[src/rtl/cdc_pkg.sv]
// Shared definitions for the sync/async clock-domain crossing blocks.
package cdc_pkg;

  typedef enum logic [1:0] {
    IDLE,
    LOAD,
    REQ,
    RTZ
  } s2a_state_t;

  localparam int unsigned CDC_DW          = 64;
  localparam int unsigned CDC_SYNC_STAGES = 2;

endpackage

[src/rtl/cdc_sync.sv]
// Multi-flop synchronizer for a single asynchronous level; resets to 0.
module cdc_sync #(
  parameter int unsigned SYNC_STAGES = 2
) (
  input  logic clk,
  input  logic rst_n,
  input  logic d_in,
  output logic d_out
);

  logic [SYNC_STAGES-1:0] sync_q;
  logic [SYNC_STAGES-1:0] sync_d;

  always_comb begin
    sync_d = {sync_q[SYNC_STAGES-2:0], d_in};
  end

  always_ff @(posedge clk or negedge rst_n) begin
    if (!rst_n) sync_q <= '0;
    else        sync_q <= sync_d;
  end

  assign d_out = sync_q[SYNC_STAGES-1];

endmodule

[src/rtl/cdc_s2a_tx.sv]
// Sync-to-async transmitter: valid/ready FIFO feeding a bundled-data
// 4-phase (return-to-zero) request/acknowledge channel.
module cdc_s2a_tx
  import cdc_pkg::*;
#(
  parameter int unsigned DW          = CDC_DW,
  parameter int unsigned DEPTH       = 4,
  parameter int unsigned SYNC_STAGES = CDC_SYNC_STAGES
) (
  input  logic          CLK,
  input  logic          RESET,
  input  logic          wr_valid,
  input  logic [DW-1:0] wr_data,
  output logic          wr_ready,
  output logic [DW-1:0] Dout,
  output logic          So,
  input  logic          Si,
  output logic [31:0]   tx_count,
  output logic          busy
);

  localparam int unsigned AW = $clog2(DEPTH);
  localparam int unsigned CW = AW + 1;

  s2a_state_t    state_q, state_d;
  logic [DW-1:0] mem_q [DEPTH];
  logic [DW-1:0] mem_d [DEPTH];
  logic [AW-1:0] wr_ptr_q, wr_ptr_d;
  logic [AW-1:0] rd_ptr_q, rd_ptr_d;
  logic [CW-1:0] count_q, count_d;
  logic [DW-1:0] dout_q, dout_d;
  logic          so_q, so_d;
  logic [31:0]   tx_count_q, tx_count_d;
  logic          ack_s;
  logic          push;
  logic          pop;

  cdc_sync #(
    .SYNC_STAGES(SYNC_STAGES)
  ) u_ack_sync (
    .clk  (CLK),
    .rst_n(RESET),
    .d_in (Si),
    .d_out(ack_s)
  );

  // Ready depends only on the registered count, so a pop never frees a slot same-cycle.
  assign wr_ready = (count_q < CW'(DEPTH));
  assign push     = wr_valid && wr_ready;

  always_comb begin
    state_d    = state_q;
    mem_d      = mem_q;
    wr_ptr_d   = wr_ptr_q;
    rd_ptr_d   = rd_ptr_q;
    count_d    = count_q;
    dout_d     = dout_q;
    so_d       = so_q;
    tx_count_d = tx_count_q;
    pop        = 1'b0;

    unique case (state_q)
      IDLE: begin
        // A high ack_s here is stale (e.g. held over reset), so no launch.
        if ((count_q != '0) && !ack_s) begin
          dout_d  = mem_q[rd_ptr_q];
          pop     = 1'b1;
          state_d = LOAD;
        end
      end
      LOAD: begin
        so_d    = 1'b1;
        state_d = REQ;
      end
      REQ: begin
        if (ack_s) begin
          so_d    = 1'b0;
          state_d = RTZ;
        end
      end
      RTZ: begin
        if (!ack_s) begin
          tx_count_d = tx_count_q + 32'd1;
          state_d    = IDLE;
        end
      end
      default: state_d = IDLE;
    endcase

    if (push) begin
      mem_d[wr_ptr_q] = wr_data;
      wr_ptr_d        = wr_ptr_q + 1'b1;
    end
    if (pop) rd_ptr_d = rd_ptr_q + 1'b1;

    case ({push, pop})
      2'b10:   count_d = count_q + 1'b1;
      2'b01:   count_d = count_q - 1'b1;
      default: count_d = count_q;
    endcase
  end

  always_ff @(posedge CLK or negedge RESET) begin
    if (!RESET) begin
      state_q    <= IDLE;
      mem_q      <= '{default: '0};
      wr_ptr_q   <= '0;
      rd_ptr_q   <= '0;
      count_q    <= '0;
      dout_q     <= '0;
      so_q       <= 1'b0;
      tx_count_q <= '0;
    end else begin
      state_q    <= state_d;
      mem_q      <= mem_d;
      wr_ptr_q   <= wr_ptr_d;
      rd_ptr_q   <= rd_ptr_d;
      count_q    <= count_d;
      dout_q     <= dout_d;
      so_q       <= so_d;
      tx_count_q <= tx_count_d;
    end
  end

  assign Dout     = dout_q;
  assign So       = so_q;
  assign tx_count = tx_count_q;
  assign busy     = (state_q != IDLE) || (count_q != '0);

endmodule

[config.mk]
export PLATFORM = sky130hd
export DESIGN_NAME = cdc_s2a_tx
export DESIGN_NICKNAME = d
export VERILOG_FILES = /design/src/rtl/cdc_pkg.sv /design/src/rtl/cdc_sync.sv /design/src/rtl/cdc_s2a_tx.sv
export SDC_FILE = /design/constraint.sdc
export NUM_CORES = 1
export LEC_CHECK = 0
export BUFFER_PORTS_ARGS = -buffer_cell sky130_fd_sc_hd__buf_2
export CAP_MARGIN = 5
export CORE_UTILIZATION = 33
export DETAILED_ROUTE_END_ITERATION = 6
export MAX_ROUTING_LAYER = met4
export PLACE_DENSITY_LB_ADDON = 0.08
export SLEW_MARGIN = 20
export SYNTH_ARGS = -nofsm -noshare
export SYNTH_HDL_FRONTEND = slang
export SYNTH_SLANG_ARGS = --single-unit
export TNS_END_PERCENT = 1
[constraint.sdc]
create_clock -name CLK -period 2.3 [get_ports CLK]
set_input_delay 0.345 -clock CLK [delete_from_list [all_inputs] [get_ports CLK]]
set_output_delay 0.345 -clock CLK [all_outputs]
set_load 0.05 [all_outputs]
==> impl_results.md, run 1 <==
- Worst slew pin tran: 0.611 ns
- Clock power frac: 23.6%
- Initial antenna violation count: 7
- #FFs+latches synth: 364
- Synth top area cells: dfrtp_1, mux2_2, mux4_2, xnor2_1, buf_2
- Clock latency on the worst-skew pair: 0.55 ns
- Worst setup SP type: flip-flop
- Post-cts hold buffer count: 2
- Final core occ: 40.8%
- Max Cap Violations: 0
- Post-CTS Setup Inserts: 0
- Register area share after synthesis: 59.2%
- Crit path cell chain: inv_1, ha_1, nor3b_4, ha_1, inv_1, fa_1, xor2_1, nor2_1, xnor2_1
- Reg-to-Reg Start: state_q[0]
- P_leak: 8.38 nW
- Top-count cell post-synth: dfrtp_1
- Core ar.: 45700 um2
- Share of layout cells above drive strength 1: 57.0%
- Peak supply drop: 0.000817 V
- Internal power: 0.0188 W
- Worst Hold Path EP: mem_q[34]
- Crit path time final: 2.12 ns
- Total power: 0.0282 W
- Sequential share of power: 39.1%
- CTS tree: built
- Final antenna-violating net count: 0
- CTS Root Buffer Type: clkbuf_16
- Largest family of logic cells by synthesized area: multiplexers
- Final HPWL from detailed placement: 21400 um
- Worst Hold Class: primary input to flip-flop
- Synthesized cell area: 15400 um2
- Hold-critical path depth: 2
- Wire per inst: 19.5 um
- Distinct cells, synth: 32
- Synth-to-layout area growth: 20.9%
- Synth Area in XOR/XNOR: 2.10%
- Hold_ws: 0.0688 ns
- Avg Cell Area, Syn: 16.5 um2
- TritonRoute pass-1 iters: 4
- Worst Min Path Start: wr_data[34]
- Final setup vio count: 0
- First-pass GRT wire length: 55600 um
- Fmax: 472 MHz
- Clock net sink count: 364
- Placed Instances: 1687
- RSZ-0062 raised after global routing: no
- Logic pwr share: 37.4%
- CTS Buf Count: 44
- # nets final: 1215
- Crit-path slowest cell: dfrtp_1
- Vias in the first global route: 9231
- Setup TNS: 0 ns
- Worst EP arrival: 2.60 ns
- Post-synth top area cell: dfrtp_1
- Max stage delay on crit path: 0.40 ns
- Die X: 218 um
- Worst setup EP type: flip-flop
- Clk pin slew, worst setup/hold paths: 0.06 ns
- Fin crit share: 92.1%
- Hold Vio Cnt, Final: 0
- Non-filler cells, final: 1771
- Power per cell area: 1510 nW/um2
- Floorplan row count: 78
- Area share of the largest cell type after synthesis: 59.2%
- Post-Synth Simple-Gate Area: 2.71%
- Multiplexer share of the synthesized area: 33.0%
- Compound-cell area share of the yosys netlist: 0.154%
- R2r endpoint: count_q[2]
- Cells after Synth: 935
- Status: completed
- Post-synth EDFFs: 0
- # H-tree levels: 2
- Die ar.: 47500 um2
- Psw: 0.00938 W
- Crit-path max FO: 4
- Die Span Y: 218 um
- Drt total wl: 34500 um
- Placer congestion estimate: 0.747
- Top FF cell, synth: dfrtp_1
- WP data required: 2.78 ns
- Routed vias/inst: 4.82
- # port buffers: 166
- Final Slew Violations: 0
- Pin count of the biggest net entering global routing: 64
- Remaining DRCs: 0
- Crit Path Class: flip-flop to flip-flop
- Global-route usage over all layers: 15.7%
- Iteration-0 DRC Markers: 402
- Synth warn: 0
- # IOs: 167
- GRT overflow: 0
- Commonest cells in the netlist: dfrtp_1, mux2_2, mux4_2, buf_2, xnor2_1
- Post-synth ARST share: 100%
- Post_cts resized: 0
- Post-synth net total: 1015
- Rel. slew slack: 59.3%
- Switching share of power: 33.3%
- Clock Tree Buf Depth: 3
- Clock skew: 0.0144 ns
- Initial Util: 33.7%
- FF-to-FF setup slack: 0.18 ns
- Adder-Cell Fraction of Synth Area: 1.02%
- Reg2reg path depth: 9
- Via count: 8545
[sequential cells by signal (all words and copies together), names as in the netlist]
| name | flops |
|---|---|
| So | 1 |
| state_q | 2 |
| count_q | 3 |
| tx_count | 32 |
| wr_ptr_q | 2 |
| rd_ptr_q | 2 |
| Dout | 64 |
| u_ack_sync.sync_q | 2 |
| mem_q | 256 |
[power groups by stage]
stage | logic, W | registers, W | clock network, W
finish | 0.0105 | 0.0110 | 0.00664
global placement | 0.0106 | 0.0111 | 0
floorplan | 0.00639 | 0.0126 | 0
CTS | 0.0108 | 0.0110 | 0.00694
detailed placement | 0.0108 | 0.0111 | 0
global route | 0.0114 | 0.0114 | 0.00722
[how the worst max path moves through the flow]
stage,slack [ns],to,depth (start not counted),startpoint
finish,0.18,count_q[2],9,state_q[0]
global route,0.02,count_q[2],9,state_q[0]
CTS,0.14,busy,3,count_q[0]
detailed placement,0.17,count_q[2],9,state_q[0]
global placement,0.19,count_q[2],9,state_q[0]
floorplan,0.004,count_q[2],11,state_q[0]
[placed cells by master, fill, tap and decap left out, drive strengths merged, types with 4 or more instances in the layout]
cell,netlist,routed
nand4,7,7
mux2,322,322
xor2,13,13
nand2,17,17
clkinv,0,6
ha,11,11
nand3,14,14
clkbuf,9,68
buf,39,200
inv,13,13
nor4,4,4
and3,5,5
dfrtp,364,364
diode,0,7
nor2,10,10
nor3,8,8
mux4,64,64
xnor2,24,24
[cell type report]
class,count,area [um2]
well taps,600,751
clock inverters,7,60.1
repair buffers,202,1270
clock buffers,68,1320
multi-input cells,510,6040
diodes,7,17.5
flip-flops and latches,364,9120
inverters,13,48.8
fillers,4278,27100
[layer usage]
metal	share of wire (%)	track usage (%)	wire (um)
met1	47	20.9	16100
met2	46	23.4	16000
met3	5.3	4.39	1840
met4	1.8	4.15	626
met5	0	-	0
[stage by stage]
step	worst slack, ns	cell area (um2)
after floorplan	0.00388	15400
after global placement	0.194	17200
after detailed placement	0.171	17200
after CTS	0.141	18600
after global routing	0.0199	18600
final	0.181	18600
[worst max-delay path, delay by kind of cell (launching register included)]
kind                       cells  cell delay, ns
buffers and inverters          2            0.18
adders and majority gates      3            0.80
xor gates and xnor gates       2            0.27
DFF                            1            0.40
and+or+nand+nor                2            0.39
[cells by family after synthesis]
logic type | after synthesis
mux | 387
simple gates | 70
compound gates | 4
xor+xnor | 37
buf+inv | 61
flops | 364
fa+ha+maj | 12
(Power assumes the default switching activity.)
==> inputs of run 2 (changes only) <==
clock period = 2.63 ns   (was 2.3 ns; I/O delays follow)
==> run 2 against run 1 <==
Net effect: fmax is 12% lower; hold slack improved by 0.043 ns; utilization about the same; critical endpoint is now mem_q[160]; highest routed layer unchanged.
==> impl_results.md, run 2 (same netlist as run 1, synthesis figures left out) <==
- First-pass GRT wire length: 56400 um (+1.3%)
- Post_cts resized: 0 (unchanged)
- Internal power: 0.0161 W (-14%)
- Reg2reg path depth: 4 (-5)
- Via count: 8499 (-0.54%)
- Commonest non-fill, non-tap cell in the layout: dfrtp_1
- Final HPWL from detailed placement: 21300 um (-0.12%)
- Worst Path Buf+Inv: 1 (-1)
- WP data required: 3.07 ns (+0.29 ns)
- Final antenna-violating net count: 0 (unchanged)
- CP delay by family, top: simple AND/OR/NAND/NOR gates
- Max reg flops: 256 (unchanged)
- Max Cap Violations: 0 (unchanged)
- Drt total wl: 34900 um (+1.0%)
- Reg-to-Reg Start: count_q[2]
- Placer congestion estimate: 0.728 (-2.5%)
- # port buffers: 166 (unchanged)
- Worst Hold Class: primary input to flip-flop
- Core ar.: 45700 um2 (unchanged)
- Hold-critical path depth: 2 (unchanged)
- CTS tree: built
- Clock skew: 0.0141 ns (-0.000276 ns)
- Worst setup SP type: flip-flop
- Worst Setup SP: count_q[2]
- Non-filler cells, final: 1771 (unchanged)
- Share of layout cells above drive strength 1: 56.5% (-0.44 points)
- Clock latency on the worst-skew pair: 0.56 ns (about the same)
- Post-CTS Setup Inserts: 0 (unchanged)
- # IOs: 167 (unchanged)
- Remaining DRCs: 0 (unchanged)
- Status: completed
- Worst Min Path Start: wr_data[3]
- Placed Instances: 1691 (+0.24%)
- Switching share of power: 33.9% (+0.58 points)
- Rel. slew slack: 32.1% (-27 points)
- Crit path cell chain: nor2b_1, nand2_4, buf_12, mux2_2
- Largest Register: mem_q
- Clock power frac: 22.3% (-1.3 points)
- Floorplan row count: 78 (unchanged)
- Crit-path slowest cell: nor2b_1
- GRT overflow: 0 (unchanged)
- Fmax: 417 MHz (-12%)
- Power per cell area: 1310 nW/um2 (-13%)
- # H-tree levels: 2 (unchanged)
- Worst setup EP type: flip-flop
- Post-cts hold buffer count: 2 (unchanged)
- Pin count of the biggest net entering global routing: 76 (+19%)
- Initial antenna violation count: 5 (-2)
- Crit-path max FO: 21 (+17)
- Peak supply drop: 0.000603 V (-26%)
- Clock net sink count: 364 (unchanged)
- Routed vias/inst: 4.80 (-0.54%)
- Worst EP arrival: 2.84 ns (+0.24 ns)
- Clock Tree Buf Depth: 3 (unchanged)
- Synth-to-layout area growth: 20.9% (about the same)
- TritonRoute pass-1 iters: 4 (unchanged)
- Iteration-0 DRC Markers: 300 (-25%)
- CTS Buf Count: 43 (-2.3%)
- Final Slew Violations: 0 (unchanged)
- Crit path time final: 2.40 ns (+0.281 ns)
- Fin crit share: 91.2% (-0.89 points)
- Sequential share of power: 39.3% (+0.2 points)
- Crit Path Class: flip-flop to flip-flop
- Setup TNS: 0 ns (unchanged)
- Clk pin slew, worst setup/hold paths: 0.05 ns (about the same)
- Wire per inst: 19.7 um (+1.0%)
- Psw: 0.00827 W (-12%)
- RSZ-0062 raised after global routing: no
- Max stage delay on crit path: 0.79 ns (+0.39 ns)
- Crit path depth: 4 (-5)
- CTS Root Buffer Type: clkbuf_16
- Hold Vio Cnt, Final: 0 (unchanged)
- Global-route usage over all layers: 15.9% (+0.20 points)
- Worst slew pin tran: 1.02 ns (+0.406 ns)
- # nets final: 1218 (+0.25%)
- Die Span Y: 218 um (unchanged)
- Die ar.: 47500 um2 (unchanged)
- Commonest cells after routing, fill and taps aside: dfrtp_1, mux2_2, buf_2
- Final setup vio count: 0 (unchanged)
- P_leak: 8.37 nW (-0.20%)
- Initial Util: 33.7% (unchanged)
- Die X: 218 um (unchanged)
- Logic pwr share: 38.4% (+1.0 points)
- Vias in the first global route: 9432 (+2.2%)
==> run 2: cell count changes in the layout (fill, tap and decap cells not counted) <==
cell | before | now
buf_12 | 12 | 20
clkbuf_8 | 11 | 4
clkbuf_1 | 12 | 18
buf_4 | 22 | 18
inv_6 | 0 | 3
clkbuf_16 | 45 | 43
clkinv_2 | 6 | 4
diode_2 | 7 | 5
bufinv_16 | 1 | 0
clkinvlp_4 | 0 | 1
==> run 2: worst reg2reg max path, cell delays in order, from the launching register on <==
cell,delay (ns)
dfrtp_1,0.39
nor2b_1,0.79
nand2_4,0.48
buf_12,0.34
mux2_2,0.28
==> run 2: area by class of cell <==
class,count,area [um2]
clock buffer,65,1200
tap,600,751
inverter,13,48.8
sequential,364,9120
fill,4305,27100
timing repair buffer,206,1400
multi-input combinational,510,6040
antenna,5,12.5
clock inverter,8,53.8
==> run 2: final timing paths <==
check | slack, ns | end
setup / recovery | 0.23 | mem_q[160]
hold / removal | 0.11 | mem_q[3]
setup reg to reg | 0.23 | mem_q[160]
hold reg to reg | 0.35 | u_ack_sync.sync_q[1]
max in group asynchronous | 1.47 | mem_q[112]
min in group asynchronous | 0.44 | Dout[16]
==> run 2: routing by layer <==
metal  wire length [um]  part of all wire [%]  track usage, %
met1              16100                    46            20.8
met2              16400                    47            24.4
met3               1640                   4.7            3.72
met4                731                   2.1            5.06
met5                  0                     0               -
==> run 2: per-stage QoR <==
| step | setup slack (ns) | hold slack (ns) | total power, W | utilization [%] | instance area, um2 |
|---|---|---|---|---|---|
| 6_report | 0.230 | 0.112 | 0.0244 | 40.8 | 18600 |
| 5_1_grt | 0.0814 | 0.0893 | 0.0260 | 40.8 | 18600 |
| 4_1_cts | 0.173 | 0.0677 | 0.0249 | 40.7 | 18600 |
| 3_5_place_dp | 0.0797 | 0.337 | 0.0193 | 37.9 | 17300 |
| 3_3_place_gp | 0.130 | 0.333 | 0.0191 | 37.9 | 17300 |
| 2_1_floorplan | 0.232 | 0.0989 | 0.0166 | - | 15400 |
==> run 2: power groups by stage <==
stage	sequential [W]	clock, W	combinational, W
after CTS	0.00963	0.00567	0.00959
after global routing	0.00997	0.00591	0.0101
final	0.00959	0.00544	0.00938
after floorplan	0.0110	0	0.00559
after detailed placement	0.00972	0	0.00957
after global placement	0.00968	0	0.00944
